==> config.mk <==
export PLATFORM = sky130hd
export DESIGN_NAME = kw_decode_pipe
export DESIGN_NICKNAME = d
export VERILOG_FILES = /design/src/rtl/kw_decode_pipe_pkg.sv /design/src/rtl/kw_decode_pipe_decode.sv /design/src/rtl/kw_decode_pipe.sv
export SDC_FILE = /design/constraint.sdc
export NUM_CORES = 1
export LEC_CHECK = 0
export BUFFER_PORTS_ARGS = -buffer_cell sky130_fd_sc_hd__buf_2
export CORE_MARGIN = 2
export CORE_UTILIZATION = 50
export CTS_BUF_LIST = sky130_fd_sc_hd__clkbuf_16
export CTS_CLUSTER_SIZE = 14
export DETAILED_ROUTE_END_ITERATION = 7
export PLACE_DENSITY = 0.79
export SLEW_MARGIN = 30
export SYNTH_ARGS = -nofsm -noshare
export SYNTH_HDL_FRONTEND = slang
export SYNTH_SLANG_ARGS = --single-unit
==> constraint.sdc <==
create_clock -name clk -period 2.22 [get_ports clk]
set_input_delay 0.333 -clock clk [delete_from_list [all_inputs] [get_ports clk]]
set_output_delay 0.333 -clock clk [all_outputs]
set_load 0.005 [all_outputs]
==> src/rtl/kw_decode_pipe_pkg.sv <==
// Shared defaults for the keyword index-decode pipeline.
package kw_decode_pipe_pkg;

    localparam int KW_O_WIDTH_DEF   = 8;
    localparam int KW_CNT_WIDTH_DEF = 8;
    localparam int KW_THERMO_DEF    = 0;

endpackage

==> src/rtl/kw_decode_pipe_decode.sv <==
// KW_decode: combinational binary index to one-hot decoder, zero latency, no flow control.
// Indices with no matching output bit decode to all zeros.
module KW_decode #(
    parameter int I_WIDTH = 3,
    parameter int O_WIDTH = 8
) (
    input  logic [I_WIDTH-1:0] idx_i,
    output logic [O_WIDTH-1:0] dec_o
);

    always_comb begin
        dec_o = '0;
        for (int k = 0; k < O_WIDTH; k++) begin
            dec_o[k] = (idx_i == I_WIDTH'(k));
        end
    end

endmodule

==> src/rtl/kw_decode_pipe.sv <==
// Index decoder (one-hot or thermometer) behind a 2-entry main+skid buffer; 1-cycle latency.
// Backpressure: o_r low fills the skid entry, then i_r drops; i_r comes only from registered state.
module kw_decode_pipe
    import kw_decode_pipe_pkg::*;
#(
    parameter int O_WIDTH   = KW_O_WIDTH_DEF,
    parameter int I_WIDTH   = $clog2(O_WIDTH),
    parameter int THERMO    = KW_THERMO_DEF,
    parameter int CNT_WIDTH = KW_CNT_WIDTH_DEF
) (
    input  logic                 clk,
    input  logic                 rst_n,
    input  logic                 i_v,
    output logic                 i_r,
    input  logic [I_WIDTH-1:0]   i,
    output logic                 o_v,
    input  logic                 o_r,
    output logic [O_WIDTH-1:0]   o,
    output logic                 o_err,
    input  logic                 err_clr,
    output logic [CNT_WIDTH-1:0] err_cnt
);

    logic [O_WIDTH-1:0]   onehot;
    logic [O_WIDTH-1:0]   therm;
    logic [O_WIDTH-1:0]   dec_dat;
    logic                 dec_err;
    logic                 in_fire;
    logic                 out_fire;

    logic                 main_vld_q, main_vld_d;
    logic [O_WIDTH-1:0]   main_dat_q, main_dat_d;
    logic                 main_err_q, main_err_d;
    logic                 skid_vld_q, skid_vld_d;
    logic [O_WIDTH-1:0]   skid_dat_q, skid_dat_d;
    logic                 skid_err_q, skid_err_d;
    logic [CNT_WIDTH-1:0] cnt_q, cnt_d;

    KW_decode #(
        .I_WIDTH (I_WIDTH),
        .O_WIDTH (O_WIDTH)
    ) u_dec (
        .idx_i (i),
        .dec_o (onehot)
    );

    // Thermometer bit k is set when the index is k or above, i.e. any one-hot bit at or above k.
    for (genvar k = 0; k < O_WIDTH; k++) begin : g_therm
        assign therm[k] = |onehot[O_WIDTH-1:k];
    end

    // Out-of-range indices hit no one-hot bit, so both encodings come out all zeros.
    assign dec_err = ~|onehot;
    assign dec_dat = (THERMO != 0) ? therm : onehot;

    assign in_fire  = i_v & i_r;
    assign out_fire = main_vld_q & o_r;

    always_comb begin
        main_vld_d = main_vld_q;
        main_dat_d = main_dat_q;
        main_err_d = main_err_q;
        skid_vld_d = skid_vld_q;
        skid_dat_d = skid_dat_q;
        skid_err_d = skid_err_q;
        cnt_d      = cnt_q;

        if (!main_vld_q || out_fire) begin
            if (skid_vld_q) begin
                main_vld_d = 1'b1;
                main_dat_d = skid_dat_q;
                main_err_d = skid_err_q;
                skid_vld_d = 1'b0;
                skid_dat_d = '0;
                skid_err_d = 1'b0;
            end else begin
                main_vld_d = in_fire;
                main_dat_d = in_fire ? dec_dat : '0;
                main_err_d = in_fire & dec_err;
            end
        end else if (in_fire) begin
            skid_vld_d = 1'b1;
            skid_dat_d = dec_dat;
            skid_err_d = dec_err;
        end

        if (err_clr) begin
            cnt_d = '0;
        end else if (in_fire && dec_err && (cnt_q != {CNT_WIDTH{1'b1}})) begin
            cnt_d = cnt_q + CNT_WIDTH'(1);
        end
    end

    always_ff @(posedge clk or negedge rst_n) begin
        if (!rst_n) begin
            main_vld_q <= 1'b0;
            main_dat_q <= '0;
            main_err_q <= 1'b0;
            skid_vld_q <= 1'b0;
            skid_dat_q <= '0;
            skid_err_q <= 1'b0;
            cnt_q      <= '0;
        end else begin
            main_vld_q <= main_vld_d;
            main_dat_q <= main_dat_d;
            main_err_q <= main_err_d;
            skid_vld_q <= skid_vld_d;
            skid_dat_q <= skid_dat_d;
            skid_err_q <= skid_err_d;
            cnt_q      <= cnt_d;
        end
    end

    assign i_r     = ~skid_vld_q;
    assign o_v     = main_vld_q;
    assign o       = main_dat_q;
    assign o_err   = main_err_q;
    assign err_cnt = cnt_q;

endmodule

# After elaboration in Yosys (flattened, before gate mapping)
# Cells that the tools add are included.
totals:
  regBits: 28
  output_inout_bits: 19
  word_cells: 45
op_classes:
  addsub: 1
  eq_ne: 9
  muxes: 14
  n_bitwise: 4
  n_reduce_logical: 10
ops:
  columns: ["cell", "count"]
  rows:
  - ["two-way mux 8 bit", 7]
  - ["equality test 3 bit, second input constant", 4]
  - ["adder 8 x 1 -> 8 bit, second input constant", 1]
  - ["inequality test 8 bit, second input constant", 1]
  - ["OR reduction 8 bit", 1]
  - ["two-way mux 1 bit", 7]
  - ["equality test 3 x 2 -> 1 bit, second input constant", 2]
  - ["nonzero test 2 bit", 2]
  - ["AND 1 bit", 3]
  - ["equality test 3 x 1 -> 1 bit, second input constant", 1]
  - ["zero test 3 bit", 1]
  - ["logical AND 1 bit", 2]
  - ["zero test 1 bit", 2]
  - ["inequality test 2 bit, second input constant", 1]
  - ["AND reduction 2 bit", 1]
  - ["logical OR 1 bit", 1]
  - ["NOT 1 bit", 1]

# Depth between registers and ports, before layout
# Gate-level depths: netlist (run 1).
logic_depth:
  ltp_word: 7
  mapped_depth: 5
  ltp_nobuf: 3

# By module
# A second synthesis (run 1) with hierarchy kept.
hier_totals:
  hier_cells: 141
  hier_area_um2: 1337.5
by_module_without_submodules:
  columns: ["mod", "n_inst", "cells_per_inst", "area_per_inst_um2", "seq_area_each_um2"]
  rows:
  - ["kw_decode_pipe", 1, 133, 1272.5, 700.7]
  - ["KW_decode", 1, 8, 65.1, 0.0]

# Worst setup path after synthesis (run 1)
# Ideal clock, no wire load.
synth_timing:
  kind: "register to register"
  from: "reg skid_vld_q"
  to: "reg skid_dat_q[7]"
  setup_ns: 0.062
  t_arrival_ns: 1.026
  required_ns: 2.158
  setup_slack_ns: 1.131
  path_stages_with_launch: 4
  synth_period_minus_slack_ns: 1.089
  path_cell_list: "dfrtp_1 > and3b_4 > nand3_2 > a2bb2o_4"
synth_via:
  elab_chain_len: 4
synth_rtl:
  columns: ["element", "line_no", "text"]
  rows:
  - ["start: declaration", "kw_decode_pipe.sv:34", "logic skid_vld_q, skid_vld_d;"]
  - ["start signal: assignment", "kw_decode_pipe.sv:107", "skid_vld_q <= skid_vld_d;"]
  - ["NOT 1 bit", "kw_decode_pipe.sv:114", "assign i_r = ~skid_vld_q;"]
  - ["AND 1 bit", "kw_decode_pipe.sv:56", "assign in_fire = i_v & i_r;"]
  - ["nonzero test 2 bit (no source line)", null, null]
  - ["AND reduction 2 bit (no source line) *", null, null]
  - ["end signal: assignment", "kw_decode_pipe.sv:108", "skid_dat_q <= skid_dat_d;"]
  - ["end: declaration", "kw_decode_pipe.sv:35", "logic [O_WIDTH-1:0] skid_dat_q, skid_dat_d;"]
# Every way passes the cells marked *; elsewhere a longest branch is shown, timed or not.
# A chain may end at the register's enable or synchronous reset.

# Final worst setup path (run 1)
layout_timing:
  from: "reg skid_vld_q"
  to: "out i_r"
layout_via:
  elab_chain_len: 1
layout_rtl:
  columns: ["element", "line_no", "text"]
  rows:
  - ["NOT 1 bit", "kw_decode_pipe.sv:114", null]
  - ["end: declaration", "kw_decode_pipe.sv:14", "output logic i_r,"]
# No other way between the ends.

==> results of run 1 <==
[cell families after synthesis]
| kind of cell | count (synthesis) | share of synthesized area, % |
|---|---|---|
| AND/OR/NAND/NOR | 34 | 17.28 |
| buffers and inverters | 5 | 2.563 |
| AO/OA/AOI/OAI | 26 | 17.73 |
| flip-flops | 28 | 62.43 |
[cells in the mapped netlist, drive strengths merged]
master    n  area (um2)
dfrtp    28       700.7
and3b     1       12.51
nor3b     1       12.51
a21oi    13       68.82
nand2     5       18.77
buf       4       25.02
nand2b    1       6.260
nand3     2       15.01
nor2b    11       68.82
a22oi     4       40.03
inv       1       3.750
and4bb    1       12.51
nor2     11       41.29
and2      1       6.260
o2bb2ai   7       61.31
a32oi     1       8.760
a2bb2o    1       20.02
[report_power, final]
| part | leakage (nW) | internal, W | total, W | switching (W) |
|---|---|---|---|---|
| clock | 0.0511 | 0.000359 | 0.000530 | 0.000171 |
| combinational | 0.251 | 0.0000486 | 0.000113 | 0.0000642 |
| sequential | 0.374 | 0.000538 | 0.000561 | 0.0000227 |
| total | 0.676 | 0.000946 | 0.00120 | 0.000258 |
[routing by layer]
layer  track usage, %  routed length (um)  vias to the layer above
met5                0                   0                        -
met3            2.632                  68                        2
met1            25.54                1019                      386
met4            9.649                  32                        0
met2            25.00                 956                       19
li1                 -                   -                      377
[through the flow]
stage	power, W	hold WS, ps	cell area (um2)
3_5_place_dp	0.0006832	376.9	1270
4_1_cts	0.001210	91.07	1375
3_3_place_gp	0.0006800	358.5	1270
5_1_grt	0.001244	117.2	1375
2_1_floorplan	0.0006330	37.41	1122
6_report	0.001204	66.65	1375
[state kept, by name, summed over array words and instances (netlist names)]
| name | cells |
|---|---|
| err_cnt | 8 |
| o | 8 |
| o_err | 1 |
| o_v | 1 |
| skid_dat_q | 8 |
| skid_err_q | 1 |
| skid_vld_q | 1 |
[cell type report]
cell class / count / area, um2
multi-input combinational: 60 / 392.9
clock buffer: 3 / 75.07
clock inverter: 1 / 30.03
inverter: 1 / 3.754
sequential: 28 / 700.7
fill: 184 / 794.5
timing repair buffer: 27 / 137.6
tap: 28 / 35.03
[cell usage in the layout, fill, tap and decap left out, drive strengths merged]
master   synthesis  layout
buf              4      27
o2bb2ai          7       7
and3b            1       1
and4bb           1       1
clkbuf           0       3
a2bb2o           1       1
nand2            5       5
nor2b           11      11
nand2b           1       1
inv              1       1
a21oi           13      13
a22oi            4       4
and2             1       1
nor2            11      11
nor3b            1       1
a32oi            1       1
dfrtp           28      28
nand3            2       2
bufinv           0       1
[worst max path at each step]
stage | end | start | cells after the start
6_report | i_r | skid_vld_q$_DFFE_PN0P_ | 2
3_3_place_gp | o[3]$_DFFE_PN0N_ | o_r | 5
3_5_place_dp | o[4]$_DFFE_PN0N_ | o_r | 5
5_1_grt | i_r | skid_vld_q$_DFFE_PN0P_ | 2
4_1_cts | i_r | skid_vld_q$_DFFE_PN0P_ | 2
2_1_floorplan | skid_dat_q[7]$_DFFE_PN0P_ | skid_vld_q$_DFFE_PN0P_ | 3
==> results.yml, run 1 <==
outcome:
  status: "complete, no violations"
logic_synthesis:
  yosys.cell_types.count: 21
  synth-seq-cells: 28
  synth_warnings: 0
  syn_area_um2: 1122
  syn_inst: 93
  avgSynthCellArea_um2: 12.07
  syn_nets: 101
  ys_seq_area_share_pct: 62.43
grt:
  gr-total-overflow: 0
  grt_usage_pct: 17.50
  grt_pass1_wl_mm: 3.374
  grt_max_degree: 29
  grt_pass1_vias: 718
  antenna_found_initial: 0
sta:
  skew_ps: 4.501
  worst_slack_ps: 728.4
  relSlewSlack_pct: 58.01
  slew_violations: 0
  fmax_mhz: 670.4
  grt_setup_unrepaired: "no"
  fin_crit_ps: 1492
  setup_viol: 0
  hold_violations: 0
  setup-tns-final_ps: 0
  period_share_pct: 67.19
  worstMarginPinSlew_ps: 629.9
detailed_routing:
  first_pass_iters: 4
  postRouteWirelength_mm: 2.076
  drc: 0
  wl_per_cell_um: 14.03
  antenna_left: 0
  num_vias: 784
  drtIter0Drc: 20
  avgViaCountPerCell: 5.297
worst_setup_path:
  r2r-start: "skid_vld_q$_DFFE_PN0P_"
  critPathTopFamily: "flip-flops"
  worstPathCellList: "inv_1 > buf_2"
  crit_path_max_incr_delay_ps: 690
  critPathSlowestCell: "dfrtp_1"
  critPathRequiredTime_ps: 1890
  critical_path_class: "register to output pin"
  reg2reg_slack_ps: 810
  end_kind: "output pin"
  rr_worst_depth: 3
  critPathMaxFanout: 16
  path_buf_inv: 2
  timing.rr.end: "skid_dat_q[7]$_DFFE_PN0P_"
  cp_data_arrival_time_ps: 1160
  crit_path_start_kind: "register"
cts:
  clk_pin_slew_ps: 70
  post-cts-setup-buffers: 0
  clk_latency_ps: 260
  ctsHoldBuffers: 0
  cts.sinks: 28
  clock_path_buffers: 2
  cts-buffers-inserted: 3
  ctsResizeCount: 0
  cts-htree-levels: 1
  cts_root_buf: "clkbuf_16"
  cts_tree: "built"
place:
  pre_cts_ws_ps: 755.6
  hpwlAfterDp_mm: 1.469
  place_congestion: 0.8152
  numPortBuffers: 26
  place_inst: 144
die:
  start_util_pct: 51.73
  fp-row-count: 17
  core-area_um2: 2170
  die_y_um: 51.38
  die-area_um2: 2639
  ios: 27
  die_width_um: 51.38
power_and_ir_drop:
  powerDensity_nw_per_um2: 875.9
  peakVddDrop_uv: 503.5
  p_leak_nw: 0.6755
cells_and_area:
  diodes: 0
  layout-drive-gt1-share_pct: 31.67
  post-route-util_pct: 63.38
  area_growth_syn_to_layout_pct: 22.52
  nets: 129
  layoutNonFillerInstCount: 148
worst_hold_path:
  hp-class: "input port to asynchronous set/reset pin"
job:
  drv_cap: 0
No activity file was read; power rests on OpenSTA's default activity.
==> inputs of run 2 (changes only) <==
--- a/config.mk
+++ b/config.mk
@@ -5,13 +5,14 @@
 export SDC_FILE = /design/constraint.sdc
 export NUM_CORES = 1
 export LEC_CHECK = 0
+export ABC_AREA = 1
 export BUFFER_PORTS_ARGS = -buffer_cell sky130_fd_sc_hd__buf_2
 export CORE_MARGIN = 2
-export CORE_UTILIZATION = 50
+export CORE_UTILIZATION = 47
 export CTS_BUF_LIST = sky130_fd_sc_hd__clkbuf_16
 export CTS_CLUSTER_SIZE = 14
 export DETAILED_ROUTE_END_ITERATION = 7
-export PLACE_DENSITY = 0.79
+export PLACE_DENSITY = 0.77
 export SLEW_MARGIN = 30
 export SYNTH_ARGS = -nofsm -noshare
 export SYNTH_HDL_FRONTEND = slang
==> constraint.sdc (replaced) <==
create_clock -name clk -period 1.3 [get_ports clk]
set_input_delay 0.195 -clock clk [delete_from_list [all_inputs] [get_ports clk]]
set_output_delay 0.195 -clock clk [all_outputs]
set_load 0.005 [all_outputs]
==> run 2 against run 1 <==
Net effect:
- die area up 14%
- register-to-register slack worse by 670 ps
- sequential cell count unchanged
- wire length increased by 13%
- non-clock buffer count is 2 higher
- power is 54% higher
- count of clock-buffer cells in the layout is the same
- cell area increased by 6.4%
- area after synthesis grew 8.8%
- global-route usage up 0.67 points
- clock power grew 30%
==> results.yml, run 2 <==
cts:
  post-cts-setup-buffers: 0
  cts_root_buf: "clkbuf_16"
  cts.sinks: 28
  clock_path_buffers: 2
  clk_pin_slew_ps: 60
  cts-htree-levels: 1
  cts_tree: "built"
  clk_latency_ps: 260
  cts-buffers-inserted: 3
detailed_routing:
  num_vias: 998
  routed.top_layer: "met4"
  route.met2.wl_mm: 1.111
  postRouteWirelength_mm: 2.350
  wl_met3_um: 199
  drtIter0Drc: 43
  antenna_left: 0
  avgViaCountPerCell: 4.845
  drc: 0
  wl_met1_um: 992
  wl_per_cell_um: 11.41
  first_pass_iters: 4
logic_synthesis:
  synth_warnings: 0
  syn_area_um2: 1221
  synth_top_area_cell: "dfrtp_1"
  synthSimpleGateAreaFrac_pct: 30.84
  synth-seq-cells: 28
  synth_compound_area_share_pct: 2.459
  synth_area_leaders: "dfrtp_1 (57%), nor2_1 (11%), nand2_1 (8.0%), nand3_1 (7.8%), inv_1 (6.1%)"
  synth_top_flop_cell: "dfrtp_1"
  syn_inst: 147
  yosysMostFrequentCell: "nor2_1"
  yosys.cell_types.count: 18
  yosysTopAreaCellShare_pct: 57.38
  synthXorXnorAreaFrac_pct: 0
  synth_top_family_by_area: "simple AND/OR/NAND/NOR gates"
  synthArstFlopShare_pct: 100.0
  synth_mux_area_share_pct: 0
  synth_edf_count: 0
  synthAdderAreaFrac_pct: 0
  avgSynthCellArea_um2: 8.307
  ys_seq_area_share_pct: 57.38
  syn_nets: 155
  yosys-top-cells-count: "nor2_1 (35), dfrtp_1 (28), nand2_1 (26)"
cells_and_area:
  diodes: 0
  nets: 185
  area_growth_syn_to_layout_pct: 19.77
  post-route-util_pct: 59.04
  layout-drive-gt1-share_pct: 21.02
  final_cell_mix: "nor2_1 (35), dfrtp_1 (27), nand2_1 (26), buf_2 (26), inv_1 (20)"
  layout_commonest_cell: "nor2_1"
  n_fill_cell: 232
sta:
  worstMarginPinSlew_ps: 598.7
  fin_crit_ps: 1177
  relSlewSlack_pct: 60.09
  period_share_pct: 90.50
  worst_slack_ps: 123.5
  setup_viol: 0
  timing.hold.ws_ps: 171.7
  grt_setup_unrepaired: "no"
  slew_violations: 0
  hold_violations: 0
  fmax_mhz: 850.0
  skew_ps: 2.417
  setup-tns-final_ps: 0
worst_setup_path:
  reg2reg_slack_ps: 140
  critPathSlowestCell: "dfrtp_2"
  timing.rr.end: "skid_dat_q[2]$_DFFE_PN0P_"
  critical_path_class: "register to output pin"
  critPathMaxFanout: 10
  worstPathCellList: "inv_1 > buf_2"
  crit_path_start_kind: "register"
  critPathTopFamily: "flip-flops"
  end_kind: "output pin"
  r2r-start: "skid_vld_q$_DFFE_PN0P_"
  path_buf_inv: 2
  critPathRequiredTime_ps: 1110
  crit_path_max_incr_delay_ps: 480
  cp_data_arrival_time_ps: 980
  rr_worst_depth: 3
outcome:
  status: "complete, no violations"
grt:
  grt_max_degree: 29
  gr-total-overflow: 0
  grt_pass1_vias: 919
  grt_pass1_wl_mm: 3.801
  antenna_found_initial: 0
  grt_usage_pct: 18.17
die:
  core-area_um2: 2477
  ios: 27
  die_y_um: 54.97
  die_width_um: 54.97
  fp-row-count: 18
  die-area_um2: 3022
  start_util_pct: 49.29
place:
  place_congestion: 0.9105
  hpwlAfterDp_mm: 1.718
  pre_cts_ws_ps: 130.0
  numPortBuffers: 26
worst_hold_path:
  hold_depth: 2
  holdCritStartpoint: "err_clr"
  whs_endpoint: "err_cnt[2]$_DFFE_PN0P_"
  hp-class: "input port to register"
power_and_ir_drop:
  p_leak_nw: 0.8369
  powerDensity_nw_per_um2: 1269
  peakVddDrop_uv: 765.3
job:
  drv_cap: 0
run 2: cell count changes after synthesis, sizes merged, moves of 4 or more:
cell	before	now
a21oi	13	5
a22oi	4	0
inv	1	21
nand2	5	29
nand3	2	19
nor2	11	36
nor2b	11	0
o2bb2ai	7	0
run 2: kinds of logic after synthesis:
group	after synthesis
flops	28
simple gates	87
buf+inv	26
compound gates	6
run 2: worst max-delay path by stage:
stage                                endpoint  slack [ps]  cells past startpoint              startpoint
floorplan                    o[4]$_DFFE_PN0N_         310                      5         o_v$_DFFE_PN0N_
global placement    skid_dat_q[3]$_DFFE_PN0P_         180                      3  skid_vld_q$_DFFE_PN0P_
detailed placement  skid_dat_q[2]$_DFFE_PN0P_         130                      3  skid_vld_q$_DFFE_PN0P_
CTS                                       i_r          20                      2  skid_vld_q$_DFFE_PN0P_
global route        skid_dat_q[2]$_DFFE_PN0P_          10                      3  skid_vld_q$_DFFE_PN0P_
finish                                    i_r         120                      2  skid_vld_q$_DFFE_PN0P_
run 2: routing by layer:
layer / vias to the layer above / GRT usage, %
met1: 442 / 22.70
met5: - / 0
met3: 5 / 3.226
li1: 503 / -
met2: 48 / 30.56
met4: 0 / 8.537
run 2: metrics by stage:
step	std cells	instance area (um2)	power [W]
3_3_place_gp	201	1373	0.001172
5_1_grt	206	1463	0.001943
4_1_cts	206	1461	0.001876
6_report	206	1463	0.001856
2_1_floorplan	147	1221	0.001092
3_5_place_dp	201	1373	0.001179
run 2: worst register-to-register path: cells and delay by family (launching register included):
| family | cells | cell delay, ps |
|---|---|---|
| and+or+nand+nor | 3 | 620 |
| DFF | 1 | 480 |
run 2: cell type report:
type | count | area (um2) | area share [%]
clock buffers | 3 | 75.07 | 5.133
well taps | 30 | 37.54 | 2.566
inverters | 22 | 82.58 | 5.646
repair buffers | 29 | 155.1 | 10.61
multi-input cells | 93 | 406.6 | 27.80
flip-flops and latches | 28 | 701.9 | 47.99
clock inverters | 1 | 3.754 | 0.2566
run 2: what timing repair did:
| action | in CTS | in global routing |
|---|---|---|
| resized for setup | 0 | 1 |
| endpoints found under the hold margin | 28 | 0 |
| setup endpoints to repair | 0 | 5 |
| hold buffers | 1 | 0 |
run 2: power breakdown:
| part | internal (W) | switching [W] |
|---|---|---|
| Sequential | 0.000920 | 0.0000300 |
| Clock | 0.000412 | 0.000279 |
| Combinational | 0.0000789 | 0.000135 |
==> inputs of run 3 (changes only) <==
--- a/config.mk
+++ b/config.mk
@@ -7,6 +7,7 @@
 export LEC_CHECK = 0
 export ABC_AREA = 1
 export BUFFER_PORTS_ARGS = -buffer_cell sky130_fd_sc_hd__buf_2
+export CORE_ASPECT_RATIO = 0.6
 export CORE_MARGIN = 2
 export CORE_UTILIZATION = 47
 export CTS_BUF_LIST = sky130_fd_sc_hd__clkbuf_16
==> run 3 against run 2 <==
Net effect:
- combinational power grew 12%
- critical path depth is the same
- clock power grew 2%
- hold slack gained 12 ps
- non-clock buffer count grew 3
- cell area grew 2.6%
- fmax shrank 2.0%
- power grew 2.1%
- final cell count grew 2.4%
- clock skew shrank 1.3 ps
==> results.yml, run 3 (synthesis results as in run 2) <==
outcome:
  status: "complete, no violations"
cts:
  clk_latency_ps: 260
  cts-htree-levels: 1
  clk_pin_slew_ps: 70
  clock_path_buffers: 2
  cts_tree: "built"
  cts.sinks: 28
  cts-buffers-inserted: 3
  post-cts-setup-buffers: 0
  cts_root_buf: "clkbuf_16"
grt:
  gr-max-usage-layer: "met2"
  grt_pass1_wl_mm: 4.554
  antenna_found_initial: 0
  grt_util_met2_pct: 29.71
  grt_usage_pct: 19.63
  gr-total-overflow: 0
  grtUsageMet3_pct: 6.047
  use_met1_pct: 28.21
  grt_max_degree: 29
  grt_pass1_vias: 975
die:
  die_width_um: 69.81
  core-area_um2: 2487
  fp-row-count: 14
  ios: 27
  die_y_um: 43.49
  start_util_pct: 49.09
  die-area_um2: 3035
cells_and_area:
  final_cell_mix: "nor2_1 (35), dfrtp_1 (27), nand2_1 (26), buf_2 (26), inv_1 (20)"
  final_area_um2: 1500
  diodes: 0
  area_growth_syn_to_layout_pct: 22.85
  layout-drive-gt1-share_pct: 22.35
  layout_commonest_cell: "nor2_1"
  n_fill_cell: 200
  nets: 188
  post-route-util_pct: 60.31
sta:
  hold_violations: 0
  grt_setup_unrepaired: "no"
  relSlewSlack_pct: 57.83
  worstMarginPinSlew_ps: 632.5
  fin_crit_ps: 1200
  period_share_pct: 92.31
  slew_violations: 0
  setup-tns-final_ps: 0
  setup_viol: 0
  fmax_mhz: 833.3
  skew_ps: 1.145
detailed_routing:
  drc: 0
  postRouteWirelength_mm: 2.803
  antenna_left: 0
  first_pass_iters: 4
  num_vias: 1036
  avgViaCountPerCell: 4.910
  drtIter0Drc: 106
  wl_per_cell_um: 13.28
worst_setup_path:
  end_kind: "output pin"
  critPathMaxFanout: 11
  critPathRequiredTime_ps: 1110
  cp_data_arrival_time_ps: 1010
  crit_path_start_kind: "register"
  critical_path_class: "register to output pin"
power_and_ir_drop:
  peakVddDrop_uv: 767.9
  p_leak_nw: 0.8562
  powerDensity_nw_per_um2: 1263
place:
  place_congestion: 0.9253
  placed_area_um2: 1410
  hpwlAfterDp_mm: 1.985
  numPortBuffers: 26
job:
  drv_cap: 0
worst_hold_path:
  hp-class: "input port to register"
run 3: cell count changes in the layout (fill, tap and decap cells not counted):
cell | before | now
buf_12 | 0 | 1
buf_4 | 2 | 4
run 3: power breakdown:
part / switching (W) / internal (W) / total (W)
registers: 0.0000331 / 0.000920 / 0.000953
logic: 0.000146 / 0.0000927 / 0.000239
clock network: 0.000291 / 0.000413 / 0.000703
total: 0.000470 / 0.00142 / 0.00190
run 3: what timing repair did:
| action | in CTS | in global routing |
|---|---|---|
| hold buffers | 1 | 0 |
| resized for setup | 1 | 0 |
| hold endpoints to repair | 28 | 0 |
| endpoints found under the setup margin | 1 | 0 |
run 3: layout make-up:
| class | instances | area [um2] | share of cell area [%] |
|---|---|---|---|
| Sequential cell | 28 | 701.9 | 46.79 |
| Multi-Input combinational cell | 93 | 406.6 | 27.11 |
| Timing Repair Buffer | 32 | 190.2 | 12.68 |
| Inverter | 22 | 82.58 | 5.505 |
| Clock buffer | 3 | 75.07 | 5.004 |
| Tap cell | 32 | 40.04 | 2.669 |
| Clock inverter | 1 | 3.754 | 0.2502 |
run 3: per-stage QoR:
| step | cells | power, W | setup slack, ps | hold WS (ps) |
|---|---|---|---|---|
| global placement | 206 | 0.001192 | 198.2 | 234.2 |
| detailed placement | 206 | 0.001203 | 113.5 | 254.5 |
| CTS | 211 | 0.001907 | 99.35 | 181.3 |
| finish | 211 | 0.001895 | 99.98 | 183.9 |
| floorplan | 147 | 0.001092 | 313.3 | -100.6 |
| global route | 211 | 0.001974 | 18.49 | 196.6 |
run 3: final timing paths:
| path | start | end | slack [ps] | cells after the start |
|---|---|---|---|---|
| worst max-delay path | skid_vld_q$_DFFE_PN0P_ | i_r | 100 | 2 |
| worst min-delay path | err_clr | err_cnt[5]$_DFFE_PN0P_ | 180 | 2 |
| worst max register to register | skid_vld_q$_DFFE_PN0P_ | o[6]$_DFFE_PN0N_ | 150 | 5 |
| worst min register to register | err_cnt[7]$_DFFE_PN0P_ | err_cnt[7]$_DFFE_PN0P_ | 480 | 2 |
| max in group asynchronous | rst_n | skid_vld_q$_DFFE_PN0P_ | 360 | 2 |
| min in group asynchronous | rst_n | o[5]$_DFFE_PN0N_ | 480 | 2 |
run 3: metal layers:
metal / share of wire (%) / routed length (um)
met1: 47 / 1308
met2: 45 / 1254
met3: 7.9 / 221
met4: 0.68 / 19
met5: 0 / 0
run 3: critical path: stages, from the launching register on:
cell and delay, ps:
dfrtp_2 490, inv_1 110, buf_2 140
